File: config.mk
export PLATFORM = sky130hd
export DESIGN_NAME = ps2_device_transmitter_flat
export DESIGN_NICKNAME = d
export VERILOG_FILES = /design/src/rtl/ps2_device_transmitter_if.sv /design/src/rtl/ps2_device_transmitter.sv /design/src/flat_wrapper.sv
export SDC_FILE = /design/constraint.sdc
export NUM_CORES = 1
export LEC_CHECK = 0
export ABC_CLOCK_PERIOD_IN_PS = 4500
export CORE_UTILIZATION = 55
export DETAILED_ROUTE_END_ITERATION = 10
export GPL_ROUTABILITY_DRIVEN = 1
export PLACE_DENSITY = 0.75
export SYNTH_ARGS = -nofsm -noshare
export SYNTH_HDL_FRONTEND = slang
export SYNTH_SLANG_ARGS = --single-unit
File: constraint.sdc
create_clock -name clk -period 4.5 [get_ports clk]
set_input_delay 0.9 -clock clk [delete_from_list [all_inputs] [get_ports clk]]
set_output_delay 0.9 -clock clk [all_outputs]
set_load 0.005 [all_outputs]
File: src/rtl/ps2_device_transmitter_if.sv
`timescale 1ns/1ps
`default_nettype none
// ============================================================================
// Module      : ps2_device_transmitter_if
// Description : Byte request/response handshake plus PS/2 line levels.
// Revision    : 1.0 - initial release
// ============================================================================
interface ps2_device_transmitter_if;
    logic [7:0] tx_data;
    logic       tx_valid;
    logic       host_inhibit;
    logic       tx_ready;
    logic       tx_done;
    logic       ps2_clk_out;
    logic       ps2_data_out;

    modport master (
        output tx_data,
        output tx_valid,
        output host_inhibit,
        input  tx_ready,
        input  tx_done,
        input  ps2_clk_out,
        input  ps2_data_out
    );

    modport slave (
        input  tx_data,
        input  tx_valid,
        input  host_inhibit,
        output tx_ready,
        output tx_done,
        output ps2_clk_out,
        output ps2_data_out
    );
endinterface
`default_nettype wire

File: src/rtl/ps2_device_transmitter.sv
`timescale 1ns/1ps
`default_nettype none
// ============================================================================
// Module      : ps2_device_transmitter
// Description : PS/2 device-to-host frame transmitter with host inhibit/retry.
// Revision    : 1.0 - initial release
// ============================================================================
module ps2_device_transmitter #(
    parameter int HALF_PERIOD = 2000,
    parameter int GAP_CYCLES  = 16000
) (
    input  logic                     clk,
    input  logic                     rst,
    ps2_device_transmitter_if.slave  bus_io
);

    localparam int MAX_CNT = (HALF_PERIOD > GAP_CYCLES) ? HALF_PERIOD : GAP_CYCLES;
    localparam int CNT_W   = ($clog2(MAX_CNT) > 16) ? $clog2(MAX_CNT) : 16;

    localparam logic [CNT_W-1:0] c_HALF_LAST = CNT_W'(HALF_PERIOD - 1);
    localparam logic [CNT_W-1:0] c_GAP_LAST  = CNT_W'(GAP_CYCLES - 1);
    localparam logic [CNT_W-1:0] c_CNT_ONE   = CNT_W'(1);
    localparam logic [3:0]       c_LAST_IDX  = 4'd10;
    localparam logic [3:0]       c_ABORT_MAX = 4'd9;

    typedef enum logic [2:0] {
        ST_IDLE    = 3'd0,
        ST_SETUP   = 3'd1,
        ST_CLK_LOW = 3'd2,
        ST_GAP     = 3'd3,
        ST_INHIBIT = 3'd4
    } state_t;

    state_t           state_q,    state_d;
    logic [CNT_W-1:0] cnt_q,      cnt_d;
    logic [3:0]       idx_q,      idx_d;
    logic [10:0]      shift_q,    shift_d;
    logic [7:0]       byte_q,     byte_d;
    logic             clk_out_q,  clk_out_d;
    logic             data_out_q, data_out_d;
    logic             ready_q,    ready_d;
    logic             done_q,     done_d;

    logic w_half_end;
    logic w_gap_end;
    logic w_abort;
    logic w_accept;

    // Frame is stored LSB-first so bit 0 of the shifter is always the line value.
    function automatic logic [10:0] build_frame(input logic [7:0] b);
        return {1'b1, ~^b, b, 1'b0};
    endfunction

    assign w_half_end = (cnt_q == c_HALF_LAST);
    assign w_gap_end  = (cnt_q == c_GAP_LAST);
    assign w_abort    = bus_io.host_inhibit && (idx_q <= c_ABORT_MAX);
    assign w_accept   = bus_io.tx_valid && ready_q && !bus_io.host_inhibit;

    always_comb begin
        state_d    = state_q;
        cnt_d      = cnt_q;
        idx_d      = idx_q;
        shift_d    = shift_q;
        byte_d     = byte_q;
        clk_out_d  = clk_out_q;
        data_out_d = data_out_q;
        done_d     = 1'b0;

        case (state_q)
            ST_IDLE: begin
                clk_out_d  = 1'b1;
                data_out_d = 1'b1;
                cnt_d      = '0;
                if (w_accept) begin
                    byte_d     = bus_io.tx_data;
                    shift_d    = build_frame(bus_io.tx_data);
                    idx_d      = 4'd0;
                    data_out_d = 1'b0;
                    state_d    = ST_SETUP;
                end
            end

            ST_SETUP: begin
                if (w_abort) begin
                    state_d    = ST_INHIBIT;
                    cnt_d      = '0;
                    clk_out_d  = 1'b1;
                    data_out_d = 1'b1;
                end else if (w_half_end) begin
                    cnt_d     = '0;
                    clk_out_d = 1'b0;
                    state_d   = ST_CLK_LOW;
                end else begin
                    cnt_d = cnt_q + c_CNT_ONE;
                end
            end

            ST_CLK_LOW: begin
                if (w_abort) begin
                    state_d    = ST_INHIBIT;
                    cnt_d      = '0;
                    clk_out_d  = 1'b1;
                    data_out_d = 1'b1;
                end else if (w_half_end) begin
                    cnt_d     = '0;
                    clk_out_d = 1'b1;
                    if (idx_q == c_LAST_IDX) begin
                        data_out_d = 1'b1;
                        state_d    = ST_GAP;
                    end else begin
                        // Next bit changes together with the rising clock edge.
                        idx_d      = idx_q + 4'd1;
                        shift_d    = {1'b0, shift_q[10:1]};
                        data_out_d = shift_q[1];
                        state_d    = ST_SETUP;
                    end
                end else begin
                    cnt_d = cnt_q + c_CNT_ONE;
                end
            end

            ST_GAP: begin
                clk_out_d  = 1'b1;
                data_out_d = 1'b1;
                if (w_gap_end) begin
                    cnt_d   = '0;
                    done_d  = 1'b1;
                    state_d = ST_IDLE;
                end else begin
                    cnt_d = cnt_q + c_CNT_ONE;
                end
            end

            ST_INHIBIT: begin
                clk_out_d  = 1'b1;
                data_out_d = 1'b1;
                // Any reassertion of inhibit restarts the quiet-time wait.
                if (bus_io.host_inhibit) begin
                    cnt_d = '0;
                end else if (w_gap_end) begin
                    cnt_d      = '0;
                    idx_d      = 4'd0;
                    shift_d    = build_frame(byte_q);
                    data_out_d = 1'b0;
                    state_d    = ST_SETUP;
                end else begin
                    cnt_d = cnt_q + c_CNT_ONE;
                end
            end

            default: begin
                state_d    = ST_IDLE;
                cnt_d      = '0;
                clk_out_d  = 1'b1;
                data_out_d = 1'b1;
            end
        endcase

        ready_d = (state_d == ST_IDLE);
    end

    always_ff @(posedge clk or posedge rst) begin
        if (rst) begin
            state_q    <= ST_IDLE;
            cnt_q      <= '0;
            idx_q      <= 4'd0;
            shift_q    <= 11'd0;
            byte_q     <= 8'd0;
            clk_out_q  <= 1'b1;
            data_out_q <= 1'b1;
            ready_q    <= 1'b1;
            done_q     <= 1'b0;
        end else begin
            state_q    <= state_d;
            cnt_q      <= cnt_d;
            idx_q      <= idx_d;
            shift_q    <= shift_d;
            byte_q     <= byte_d;
            clk_out_q  <= clk_out_d;
            data_out_q <= data_out_d;
            ready_q    <= ready_d;
            done_q     <= done_d;
        end
    end

    assign bus_io.tx_ready     = ready_q;
    assign bus_io.tx_done      = done_q;
    assign bus_io.ps2_clk_out  = clk_out_q;
    assign bus_io.ps2_data_out = data_out_q;

endmodule
`default_nettype wire

File: src/flat_wrapper.sv
// flat-port wrapper written by rule: the top's interface ports become plain ports
module ps2_device_transmitter_flat 
#(
    parameter int HALF_PERIOD = 2000,
    parameter int GAP_CYCLES  = 16000
)
  (clk, rst, bus_io_tx_data, bus_io_tx_valid, bus_io_host_inhibit, bus_io_tx_ready, bus_io_tx_done, bus_io_ps2_clk_out, bus_io_ps2_data_out);
  ps2_device_transmitter_if bus_io_i ();
  input  logic clk;
  input  logic rst;
  input wire logic [$bits(bus_io_i.tx_data)-1:0] bus_io_tx_data;
  input wire logic [$bits(bus_io_i.tx_valid)-1:0] bus_io_tx_valid;
  input wire logic [$bits(bus_io_i.host_inhibit)-1:0] bus_io_host_inhibit;
  output wire logic [$bits(bus_io_i.tx_ready)-1:0] bus_io_tx_ready;
  output wire logic [$bits(bus_io_i.tx_done)-1:0] bus_io_tx_done;
  output wire logic [$bits(bus_io_i.ps2_clk_out)-1:0] bus_io_ps2_clk_out;
  output wire logic [$bits(bus_io_i.ps2_data_out)-1:0] bus_io_ps2_data_out;
  assign bus_io_i.tx_data = bus_io_tx_data;
  assign bus_io_i.tx_valid = bus_io_tx_valid;
  assign bus_io_i.host_inhibit = bus_io_host_inhibit;
  assign bus_io_tx_ready = bus_io_i.tx_ready;
  assign bus_io_tx_done = bus_io_i.tx_done;
  assign bus_io_ps2_clk_out = bus_io_i.ps2_clk_out;
  assign bus_io_ps2_data_out = bus_io_i.ps2_data_out;
  ps2_device_transmitter #(.HALF_PERIOD(HALF_PERIOD), .GAP_CYCLES(GAP_CYCLES)) u_core (.clk(clk), .rst(rst), .bus_io(bus_io_i));
endmodule
==> results.py, run 1 <==
metrics = {
    "job": {
        "drv_cap": 0,
    },
    "route": {
        "viasPerCell": 5.93,
        "drtPass1Iterations": 4,
        "drcViolationCount": 0,
        "vias": 1905,
        "first_iter_violations": 196,
        "wl_met3_um": 251,
        "routed_wl_um": 4830,
        "detail_route.wl_per_cell_um": 15.0,
        "highest_layer": "met4",
        "wl_met1_um": 2400,
        "wl_met2_um": 2120,
        "ant_nets": 0,
    },
    "setup_path": {
        "startpoint": "bus_io_host_inhibit",
        "end_kind": "flip-flop",
        "crit_type": "input port to flip-flop",
        "crit_path_max_fanout": 25,
        "cp.required_ns": 4.72,
        "rrSetupSlack_ns": 1.51,
        "r2r_start": "u_core.cnt_q[0]",
        "worstSetupStartpointType": "input port",
        "critPathArrivalTime_ns": 3.29,
    },
    "sta": {
        "tns_ns": 0,
        "period_minus_slack_ns": 3.06,
        "skew_ns": 0.00812,
        "setup_violations": 0,
        "maxSlewViolCount": 0,
        "period_share": 0.681,
        "timing.fmax_ghz": 0.326,
        "maxSlewHeadroom": 0.376,
        "rsz0062_at_grt": "false",
        "worstMarginPinSlew_ns": 0.936,
        "hold_violations": 0,
    },
    "placement": {
        "dp_cells": 313,
        "gp_congestion": 0.849,
        "hpwl_um": 3270,
        "placed_cell_area_um2": 2660,
        "port_buffers": 15,
    },
    "cells_and_area": {
        "fin_area_um2": 2740,
        "syn_to_final_growth_pct": 10.7,
        "n_fill_cell": 386,
        "layout-drive-gt1-share": 0.0892,
        "diodes": 0,
        "fin_cells": 321,
        "final_nets": 285,
    },
    "clock_tree": {
        "cts_hold_buf": 0,
        "cts_htree_levels": 2,
        "cts_resized": 0,
        "cts_inserted_buffers": 5,
        "clk_pin_slew_worst_paths_ns": 0.08,
        "postCtsSetupRepairBufs": 0,
        "cts.sinks": 45,
        "cts_buffer_depth": 2,
        "worst_skew_pair.late_latency_ns": 0.30,
        "cts_tree": "yes",
        "root_buffer": "clkbuf_8",
    },
    "synthesis": {
        "synth.area.top_cells": "dfrtp_1, xnor2_1, o21ai_0",
        "synth_top_area_frac": 0.425,
        "synth-warning-count": 0,
        "yosysTopAreaCell": "dfrtp_1",
        "netlist_area_um2": 2470,
        "synth_top_cells_by_count": "dfrtp_1, nand2_1, o21ai_0",
        "synth-async-reset-ratio": 1.00,
        "syn_avg_cell_area_um2": 9.70,
        "synth-main-ff-cell": "dfrtp_1",
        "yosys_register_bits": 45,
        "ys_types": 45,
        "synthCells": 255,
        "yosysMostFrequentCell": "dfrtp_1",
        "seq_area_frac_synth": 0.457,
        "synth_nets": 272,
        "synth-edff-count": 0,
    },
    "grt": {
        "grt_max_degree": 46,
        "grt_pass1_vias": 1804,
        "antenna_found_initial": 0,
        "grt_remaining_overflow": 0,
        "grt_pass1_wl_um": 8270,
        "grt_usage": 0.218,
    },
    "die": {
        "fp-row-count": 24,
        "die_h_um": 69.1,
        "fp.dieW_um": 69.1,
        "fp.dieArea_um2": 4770,
        "io_pins": 16,
        "start_util": 0.572,
        "core-area_um2": 4320,
    },
    "outcome": {
        "outcome": "completed",
    },
    "hold_path": {
        "hold_path.class": "flip-flop to flip-flop",
        "hold_start": "u_core.cnt_q[0]",
    },
    "pwr": {
        "irDropWorstVdd_v": 0.000326,
        "power.density_nw_per_um2": 476,
        "p_leak_uw": 0.00110,
    },
}
worst paths after layout:
path                       cells past startpoint                to
max                                            6   u_core.idx_q[2]
min                                            1   u_core.cnt_q[0]
max reg2reg                                    7   u_core.idx_q[2]
min reg2reg                                    1   u_core.cnt_q[0]
max in group asynchronous                      2  u_core.byte_q[0]
min in group asynchronous                      2   u_core.cnt_q[3]
kinds of logic after synthesis:
logic type	count (synthesis)	share of synthesized area
AO/OA/AOI/OAI	60	0.158
multiplexers	8	0.0364
AND/OR/NAND/NOR	92	0.196
XOR/XNOR	29	0.103
flip-flops	45	0.457
buffers and inverters	16	0.0248
adder cells (fa/ha/maj)	5	0.0253
cells in the final DEF, fill, tap and decap left out, drive strengths merged, types with 2 or more instances in the layout:
cell | netlist | routed
dfrtp | 42 | 42
nand2 | 27 | 27
o21ai | 25 | 25
nor2 | 24 | 24
xnor2 | 17 | 17
clkdlybuf4s50 | 0 | 15
xor2 | 12 | 12
nand3 | 11 | 11
o221ai | 9 | 9
o22ai | 8 | 8
mux2 | 8 | 8
clkbuf | 9 | 7
inv | 6 | 6
a21oi | 5 | 5
ha | 5 | 5
and4 | 4 | 4
or3 | 3 | 3
nor2b | 3 | 3
nor3 | 3 | 3
dfstp | 3 | 3
nand4bb | 2 | 2
nor3b | 2 | 2
a21o | 2 | 2
o31a | 2 | 2
and3 | 2 | 2
and2 | 2 | 2
flip-flops by register name, summed over array words and instances, names as in the netlist:
signal	flops
u_core.idx_q	4
u_core.bus_io.tx_done	1
u_core.cnt_q	16
u_core.bus_io.tx_ready	1
u_core.bus_io.ps2_data_out	1
u_core.byte_q	8
u_core.state_q	3
u_core.shift_q	10
u_core.bus_io.ps2_clk_out	1
critical path, cell delays in order:
cell             delay (ns)
clkdlybuf4s50_1        0.58
a21boi_0               0.48
and2b_1                0.28
o221ai_2               0.72
o21ai_0                0.16
a21oi_1                0.17
area by class of cell:
cell class,instances,area (um^2),share of cell area
clock inverter,1,5.00,0.00183
timing repair buffer,16,158,0.0576
tap,52,65.1,0.0238
multi-input combinational,194,1280,0.468
clock buffer,7,76.3,0.0279
inverter,6,22.5,0.00822
sequential,45,1130,0.413
power by group:
group	switching (uW)	leakage, uW	internal [uW]
clock network	133	0.0000422	109
logic	244	0.000470	222
registers	87.4	0.000583	507
routing by layer:
metal	global-route usage	vias to the layer above
met5	0	-
met4	0.0816	0
met3	0.0439	5
met2	0.329	61
met1	0.311	900
li1	-	939
through the flow:
step	setup slack (ns)	total power [uW]	hold WS [ns]	util
2_1_floorplan	2.24	942	0.424	-
6_report	1.44	1300	0.460	0.633
3_3_place_gp	1.22	1050	0.443	0.615
4_1_cts	1.44	1310	0.464	0.633
5_1_grt	1.22	1390	0.482	0.633
3_5_place_dp	1.12	1060	0.453	0.615
No activity file was read; power rests on OpenSTA's default activity.
==> inputs of run 2 (changes only) <==
ABC_CLOCK_PERIOD_IN_PS = 2860   (was 4500)
clock period = 2.86 ns   (was 4.5 ns; I/O delays follow)
==> results.py, run 2 (synthesis gave the netlist of run 1 again) <==
metrics = {
    "cells_and_area": {
        "diodes": 0,
        "largest_reg_flops": 16,
        "layout_common_cells": "dfrtp_1, nand2_1, o21ai_0",
        "n_fill_cell": 376,
        "layout_commonest_cell": "dfrtp_1",
        "fin_cells": 328,
        "multiInputGateArea_um2": 1290,
        "layout.area.seq_um2": 1130,
        "top_register": "u_core.cnt_q",
        "layout-drive-gt1-share": 0.116,
        "final_nets": 292,
        "layout_top_registers": "u_core.cnt_q x16, u_core.shift_q x10, u_core.byte_q x8",
        "syn_to_final_growth_pct": 13.1,
    },
    "route": {
        "first_iter_violations": 172,
        "routed_wl_um": 4920,
        "drcViolationCount": 0,
        "vias": 1957,
        "ant_nets": 0,
        "drtPass1Iterations": 6,
        "detail_route.wl_per_cell_um": 15.0,
        "viasPerCell": 5.97,
    },
    "grt": {
        "grt_remaining_overflow": 0,
        "grt_usage": 0.224,
        "grt_pass1_vias": 1853,
        "grt_max_degree": 25,
        "antenna_found_initial": 0,
        "grt_pass1_wl_um": 8590,
    },
    "clock_tree": {
        "cts_inserted_buffers": 5,
        "postCtsSetupRepairBufs": 0,
        "clk_pin_slew_worst_paths_ns": 0.08,
        "cts_resized": 0,
        "cts_htree_levels": 2,
        "cts_buffer_depth": 2,
        "cts_tree": "yes",
        "root_buffer": "clkbuf_8",
        "worst_skew_pair.late_latency_ns": 0.29,
        "cts.sinks": 45,
        "cts_hold_buf": 0,
    },
    "job": {
        "drv_cap": 0,
    },
    "sta": {
        "timing.fmax_ghz": 0.411,
        "worst_slack_ns": 0.424,
        "period_minus_slack_ns": 2.44,
        "setup_violations": 0,
        "period_share": 0.852,
        "timing.hold.ws_ns": 0.463,
        "worstMarginPinSlew_ns": 0.662,
        "maxSlewViolCount": 0,
        "hold_violations": 0,
        "maxSlewHeadroom": 0.558,
        "rsz0062_at_grt": "false",
        "tns_ns": 0,
        "skew_ns": 0.00534,
    },
    "setup_path": {
        "worstSetupPathDepth": 8,
        "crit_path_max_fanout": 17,
        "crit_type": "flip-flop to flip-flop",
        "crit_path_top_delay_cell": "o21ai_0",
        "end_kind": "flip-flop",
        "reg2regPathDepth": 8,
        "crit_buf_inv": 1,
        "cp.required_ns": 3.08,
        "critical_path.max_stage_delay_ns": 0.40,
        "path_cells": "ha_1, nand3_1, nand4bb_1, o21ai_0, o221ai_2, buf_4, nor2b_1, a21oi_1",
        "critPathArrivalTime_ns": 2.66,
        "critPathTopFamily": "compound AO/OA/AOI/OAI gates",
        "worstSetupStartpointType": "flip-flop",
    },
    "pwr": {
        "power.density_nw_per_um2": 732,
        "irDropWorstVdd_v": 0.000577,
        "p_leak_uw": 0.00113,
    },
    "placement": {
        "dp_cells": 320,
        "gp_congestion": 0.818,
        "port_buffers": 15,
        "dpl_worst_slack_ns": -0.0135,
        "hpwl_um": 3410,
    },
    "die": {
        "io_pins": 16,
        "core-area_um2": 4320,
        "fp.dieArea_um2": 4770,
        "fp-row-count": 24,
        "die_h_um": 69.1,
        "fp.dieW_um": 69.1,
        "start_util": 0.572,
    },
    "hold_path": {
        "min_path_cells": 1,
        "hold_path.class": "flip-flop to flip-flop",
    },
    "outcome": {
        "outcome": "completed",
    },
}
-- run 2: per-stage QoR --
step / util / cell area [um^2] / total power [uW]
after floorplan: - / 2470 / 1480
after global placement: 0.627 / 2710 / 1660
after detailed placement: 0.627 / 2710 / 1670
after CTS: 0.646 / 2790 / 2060
after global routing: 0.647 / 2800 / 2190
final: 0.647 / 2800 / 2050
-- run 2: path summary, 6_finish.rpt --
check,end,slack [ns],from
worst max-delay path,u_core.shift_q[9],0.42,u_core.cnt_q[0]
worst min-delay path,u_core.cnt_q[0],0.46,u_core.cnt_q[0]
worst max register to register,u_core.shift_q[9],0.42,u_core.cnt_q[0]
worst min register to register,u_core.cnt_q[0],0.46,u_core.cnt_q[0]
max in group asynchronous,u_core.bus_io.tx_ready,1.64,rst
min in group asynchronous,u_core.byte_q[1],0.61,rst
-- run 2: per-layer routing --
layer	part of all wire	track usage	vias to the layer above
li1	-	-	951
met5	0	0	-
met2	0.44	0.325	76
met1	0.49	0.331	924
met3	0.056	0.0468	6
met4	0.014	0.0816	0
-- run 2: final cells by class --
class | count | area share
Clock buffer | 7 | 0.0273
Clock inverter | 1 | 0.00268
Inverter | 6 | 0.00805
Multi-Input combinational cell | 194 | 0.460
Sequential cell | 45 | 0.404
Tap cell | 52 | 0.0233
Timing Repair Buffer | 23 | 0.0751
-- run 2: where the power goes --
| part | leakage (uW) | switching, uW | total, uW | internal [uW] |
|---|---|---|---|---|
| registers | 0.000583 | 131 | 929 | 797 |
| clock network | 0.0000385 | 207 | 380 | 173 |
| logic | 0.000504 | 386 | 741 | 355 |
| total | 0.00113 | 724 | 2050 | 1330 |
